===== src/rtl/add_pkg.sv =====
// Shared constants and types for the adder result path.
package add_pkg;

    // Adder operand width 4 plus its carry-out.
    localparam int ADD_SUM_W = 5;

    typedef enum logic {
        ACCUM = 1'b0,
        HOLD  = 1'b1
    } acc_state_t;

endpackage


===== src/rtl/sat_add.sv =====
// Combinational saturating add of a zero-extended addend onto an accumulator.
module sat_add #(
    parameter int ACC_W = 8,
    parameter int IN_W  = 5
) (
    input  logic [ACC_W-1:0] acc,
    input  logic [IN_W-1:0]  addend,
    output logic [ACC_W-1:0] sum,
    output logic             ovf
);

    logic [ACC_W:0] wide;

    assign wide = {1'b0, acc} + {{(ACC_W + 1 - IN_W){1'b0}}, addend};
    assign ovf  = wide[ACC_W];
    assign sum  = ovf ? {ACC_W{1'b1}} : wide[ACC_W-1:0];

endmodule


===== src/rtl/add_result_acc.sv =====
// Accumulates blocks of N_SAMPLES adder sums into a saturating total and
// presents each block total on a registered valid/ready output.
module add_result_acc
    import add_pkg::*;
#(
    parameter int IN_W      = ADD_SUM_W,
    parameter int ACC_W     = 8,
    parameter int N_SAMPLES = 4,
    parameter int CNT_W     = 3
) (
    input  logic             clk,
    input  logic             rst_n,
    input  logic             clr,
    input  logic [IN_W-1:0]  sum_in,
    input  logic             sum_valid,
    output logic             sum_ready,
    output logic [ACC_W-1:0] res_data,
    output logic             res_ovf,
    output logic             res_valid,
    input  logic             res_ready
);

    acc_state_t       state_reg, state_next;
    logic [ACC_W-1:0] acc_reg, acc_next;
    logic [CNT_W-1:0] cnt_reg, cnt_next;
    logic             ovf_reg, ovf_next;
    logic             res_valid_reg, res_valid_next;
    logic [ACC_W-1:0] res_data_reg, res_data_next;
    logic             res_ovf_reg, res_ovf_next;

    logic [ACC_W-1:0] sat_sum;
    logic             sat_ovf;
    logic             accept;

    sat_add #(
        .ACC_W (ACC_W),
        .IN_W  (IN_W)
    ) u_sat_add (
        .acc    (acc_reg),
        .addend (sum_in),
        .sum    (sat_sum),
        .ovf    (sat_ovf)
    );

    assign sum_ready = rst_n && (state_reg == ACCUM) && !clr;
    assign accept    = sum_valid && sum_ready;

    always_comb begin
        state_next     = state_reg;
        acc_next       = acc_reg;
        cnt_next       = cnt_reg;
        ovf_next       = ovf_reg;
        res_valid_next = res_valid_reg;
        res_data_next  = res_data_reg;
        res_ovf_next   = res_ovf_reg;

        if (clr) begin
            // Abort: any pending result is dropped, last delivered data kept.
            state_next     = ACCUM;
            acc_next       = '0;
            cnt_next       = '0;
            ovf_next       = 1'b0;
            res_valid_next = 1'b0;
        end else begin
            case (state_reg)
                ACCUM: begin
                    if (accept) begin
                        acc_next = sat_sum;
                        ovf_next = ovf_reg | sat_ovf;
                        cnt_next = cnt_reg + CNT_W'(1);
                        if (cnt_reg == CNT_W'(N_SAMPLES - 1)) begin
                            res_data_next  = sat_sum;
                            res_ovf_next   = ovf_reg | sat_ovf;
                            res_valid_next = 1'b1;
                            state_next     = HOLD;
                        end
                    end
                end
                HOLD: begin
                    if (res_ready) begin
                        res_valid_next = 1'b0;
                        acc_next       = '0;
                        cnt_next       = '0;
                        ovf_next       = 1'b0;
                        state_next     = ACCUM;
                    end
                end
                default: state_next = ACCUM;
            endcase
        end
    end

    always_ff @(posedge clk) begin
        if (!rst_n) begin
            state_reg     <= ACCUM;
            acc_reg       <= '0;
            cnt_reg       <= '0;
            ovf_reg       <= 1'b0;
            res_valid_reg <= 1'b0;
            res_data_reg  <= '0;
            res_ovf_reg   <= 1'b0;
        end else begin
            state_reg     <= state_next;
            acc_reg       <= acc_next;
            cnt_reg       <= cnt_next;
            ovf_reg       <= ovf_next;
            res_valid_reg <= res_valid_next;
            res_data_reg  <= res_data_next;
            res_ovf_reg   <= res_ovf_next;
        end
    end

    assign res_valid = res_valid_reg;
    assign res_data  = res_data_reg;
    assign res_ovf   = res_ovf_reg;

endmodule


===== config.mk =====
export PLATFORM = sky130hd
export DESIGN_NAME = add_result_acc
export DESIGN_NICKNAME = d
export VERILOG_FILES = /design/src/rtl/add_pkg.sv /design/src/rtl/sat_add.sv /design/src/rtl/add_result_acc.sv
export SDC_FILE = /design/constraint.sdc
export NUM_CORES = 1
export LEC_CHECK = 0
export ABC_CLOCK_PERIOD_IN_PS = 5500
export CORE_UTILIZATION = 45
export DETAILED_ROUTE_END_ITERATION = 6
export PLACE_DENSITY = 0.7
export SLEW_MARGIN = 10
export SYNTH_ARGS = -nofsm -noshare
export SYNTH_HDL_FRONTEND = slang
export SYNTH_HIERARCHICAL = 1
export SYNTH_SLANG_ARGS = --single-unit

===== constraint.sdc =====
create_clock -name clk -period 5.5 [get_ports clk]
set_clock_uncertainty 0.15 [all_clocks]
set_input_delay 0.55 -clock clk [delete_from_list [all_inputs] [get_ports clk]]
set_output_delay 0.55 -clock clk [all_outputs]
set_load 0.02 [all_outputs]

* After elaboration in Yosys (flattened, before gate mapping)
Cells that the tools add are included.
** Operators by class
- Eq/ne operators :: 4
- Reduce and logical (&&, ||, !) cells :: 8
- Muxes and demuxes :: 17
- $add $sub $neg :: 2
- Bitwise gates (word level) :: 4
** Operator list (number)
- 8-bit two-way mux :: 3
- 8-bit case mux with 2 select lines :: 1
- 8-bit by 5-bit adder with 9-bit output :: 1
- 1-bit two-way mux :: 7
- 3-bit two-way mux :: 2
- 1-bit case mux with 2 select lines :: 3
- 3-bit case mux with 2 select lines :: 1
- 2-bit != test, second input constant :: 2
- 4-bit AND reduction :: 1
- 3-bit by 1-bit adder with 3-bit output, second input constant :: 1
- 3-bit by 2-bit equality test with 1-bit output, second input constant :: 1
- 1-bit logical AND :: 3
- 1-bit NOT :: 3
- 3-bit AND reduction :: 1
- 2-bit by 1-bit != test with 1-bit output, second input constant :: 1
- 2-bit AND reduction :: 1
- 2-bit OR reduction :: 1
- 1-bit zero test :: 1
- 1-bit OR :: 1
** Storage, ports and cells
- Input bits :: 10
- Output and inout bits :: 11
- Bits in registers :: 23

* Logic depth before layout (Yosys ltp)
- Word-level depth :: 6
- Gate-level depth with buffers :: 8

* By module
The synthesis kept the hierarchy.
** By module, submodules not included
- add_result_acc :: cells each 86, instances 1, area an instance 854.6 sq um, sequential area each 460.4 sq um
- sat_add :: cells each 40, instances 1, area an instance 289.0 sq um, sequential area each 0.0 sq um

* Worst setup path after synthesis
No wires, ideal clock.
- Kind :: input port to flip-flop
- Start point :: input sum_in[0]
- End point :: register res_ovf_reg, in the netlist res_ovf
- Arrival :: 1943 ps
- Stages :: 8
- Slack :: 3282 ps
- Library setup time :: 126 ps
- Cell sequence :: ha_1 fa_1 a211oi_2 o21ai_2 nand2b_2 inv_1 o211ai_1 o21ai_0
** On the way
- Word-level cells in the longest chain between the ends :: 2
** Ends and longest elaborated chain
- from (decl) :: RTL line add_result_acc.sv:14 : input logic [IN_W-1:0] sum_in,
- 8-bit by 5-bit adder with 9-bit output :: RTL line sat_add.sv:14 : assign wide = {1'b0, acc} + {{(ACC_W + 1 - IN_W){1'b0}}, addend};
- net sat_ovf :: RTL line add_result_acc.sv:32 : logic sat_ovf;
- 1-bit OR :: RTL line add_result_acc.sv:73 : res_ovf_next = ovf_reg | sat_ovf;
- to (signal assigned) :: RTL line add_result_acc.sv:109 : res_ovf_reg <= res_ovf_next;
- to (decl) :: RTL line add_result_acc.sv:29 : logic res_ovf_reg, res_ovf_next;
The timed path passes the listed nets, and every way through them passes these cells.
A chain may end at the register's enable or synchronous reset.

* Final worst setup path
- Start point :: input rst_n
- End point :: output sum_ready
** On the way
- Word-level cells in the longest chain between the ends :: 2
** Ends and longest elaborated chain
- from (decl) :: RTL line add_result_acc.sv:12 : input logic rst_n,
- 1-bit logical AND (2 in a row) :: RTL line add_result_acc.sv:45 : assign sum_ready = rst_n && (state_reg == ACCUM) && !clr;
- to (decl) :: RTL line add_result_acc.sv:16 : output logic sum_ready,
No other way between the ends.

==> reports/metrics.cfg <==
[layout]
fillers=214
nNetsFinal=164
area_delta_synth_final_pct=20.24
drive_above_1_share_pct=6.207
fin_cells=173
diodes=0

[timing]
tightest_slew_ps=723.2
hold_viol=0
setup_tns_ps=0
rsz0062_at_grt=false
setup-violations-final=0
period_share_pct=50.96
period_minus_slack_ps=2803
worst_hold_slack_ps=319.5
fmax_mhz=356.8
relSlewSlack_pct=51.79
final_max_slew_viol_count=0

[synth]
synthTopCellsByArea=dfxtp_1, a22o_1, ha_1
ys_types=31
ys_seq_elements=23
yosysSeqAreaShare_pct=40.26
synth_most_common_cell=dfxtp_1
synthFlopType=dfxtp_1
synth_top_cell_area_share_pct=40.26
async_reset_ff_share_pct=0
netlist_area_um2=1144
syn_inst=126
synth.net_count=144
synth_edf_count=0
yosys-top-cells-count=dfxtp_1, nand2_1, nand3_1
yosys_warnings=6
syn_avg_cell_area_um2=9.076
synth.largest_area_cell=dfxtp_1

[place]
place_congestion=0.8875
portBuffers=20
placedCellCount=169
dp_hpwl_um=1660

[critical_path]
required_ps=4800
worst_setup_path_start_kind=primary input
r2r_setup_slack_ps=3330
crit_end=sum_ready
cp-end-kind=output pin
r2r_cells=8
crit_type=primary input to output pin
startpoint=rst_n
critPathMaxFanout=11
r2r-start=acc_reg[0]
cp.arrival_ps=2100
r2r-end=res_ovf

[floorplan]
io_pins=21
die_x_um=52.41
die_h_um=52.41
die-area_um2=2747
initial_core_util_pct=49.78
num_rows=17
core_region_area_um2=2297

[detailed_routing]
vias=963
detail_route.first_pass.iterations=4
vias_per_cell=5.566
remaining_drc_errors=0
avgRoutedWirePerCell_um=12.95
drt_iter0_drc=14
wirelength_um=2241
ant_nets=0

[power]
p_leak_nw=0.5444
pwr_density_cell_nw_per_um2=205.7
p_total_mw=0.2828
max-vdd-ir-drop_mv=0.1962

[global_routing]
overflow=0
grt_max_degree=22
grt_pass1_vias=925
grt_pass1_wl_um=3905
grt_usage_pct=19.40
antenna_found_initial=0

[clock_tree]
insertion_delay_ps=300
htreeDepth=1
cts_tree=done
ctsHoldBuffers=0
ctsResizeCount=0
clk_pin_slew_worst_paths_ps=120
post_cts_buffers=0
cts_root_buf=clkbuf_4
clkSinkCount=23
cts_max_path_buffers=2
cts_buffers=3

[run_status]
status=finished, final reports clean

[worst_hold_path]
hold_class=register to register

[job]
drv_cap=0

==> worst min path at each step <==
stage | from | to | slack [ps] | cells after the start
6_report | res_data[3] | res_data[3] | 320 | 2
5_1_grt | res_data[3] | res_data[3] | 340 | 2
4_1_cts | res_data[1] | res_data[1] | 320 | 2
3_5_place_dp | res_data[1] | res_data[1] | 300 | 2
3_3_place_gp | res_valid | res_valid | 300 | 2
2_1_floorplan | cnt_reg[2] | cnt_reg[2] | 290 | 1
==> layout make-up <==
type | instances | area, µm² | area share, %
multi-input cells | 93 | 634.4 | 46.13
clock buffers | 4 | 26.28 | 1.911
inverters | 5 | 18.77 | 1.365
well taps | 28 | 35.03 | 2.548
flip-flops and latches | 23 | 460.4 | 33.48
repair buffers | 20 | 200.2 | 14.56
==> routing by layer <==
metal	vias to the layer above	part of all wire (%)	global-route usage [%]
met4	0	1.0	6.140
li1	490	-	-
met3	4	3.5	5.217
met1	449	46	22.79
met5	-	0	0
met2	20	49	33.76
==> per-stage QoR <==
step                cell area (µm²)  util [%]  worst slack (ps)
floorplan                      1144         -              3282
global placement               1349     58.71              2709
detailed placement             1349     58.71              2679
CTS                            1375     59.86              2668
global route                   1375     59.86              2587
finish                         1375     59.86              2697
==> cells by family after synthesis <==
kind of cell / synth area share (%)
simple gates: 20.35
compound gates: 23.41
flops: 40.26
buf+inv: 4.266
fa+ha+maj: 9.409
xor+xnor: 2.298
==> report_power, final <==
group / leakage, nW / total (mW) / internal (mW) / switching, mW
registers: 0.186 / 0.170 / 0.169 / 0.00173
clock network: 0.0150 / 0.0755 / 0.0283 / 0.0472
logic: 0.344 / 0.0368 / 0.0180 / 0.0188
total: 0.544 / 0.283 / 0.215 / 0.0678
==> layout by cell type (no fill, tap or decap) <==
master	count
a21o_1	1
o21bai_1	1
fa_1	1
a21oi_1	6
and4bb_1	1
o21ai_1	2
nand2b_2	1
nand2b_4	1
clkbuf_1	1
clkbuf_4	3
clkdlybuf4s50_1	20
nand2_1	17
o21ai_2	1
nand2b_1	4
xnor2_1	3
nor2_1	6
a211oi_2	1
a22o_1	10
a211oi_1	2
inv_1	5
o211ai_1	2
and2_1	1
dfxtp_1	23
a22oi_1	1
o2111ai_2	1
nand3_1	11
nor2b_1	1
nor3b_4	1
ha_1	7
a31oi_1	1
o21ai_0	9
==> worst max-delay path: stages <==
cell,delay [ps]
clkdlybuf4s50_1,700
nand2b_4,130
nor2_1,110
clkdlybuf4s50_1,610
Note: power is estimated with default switching activity, not from simulation.
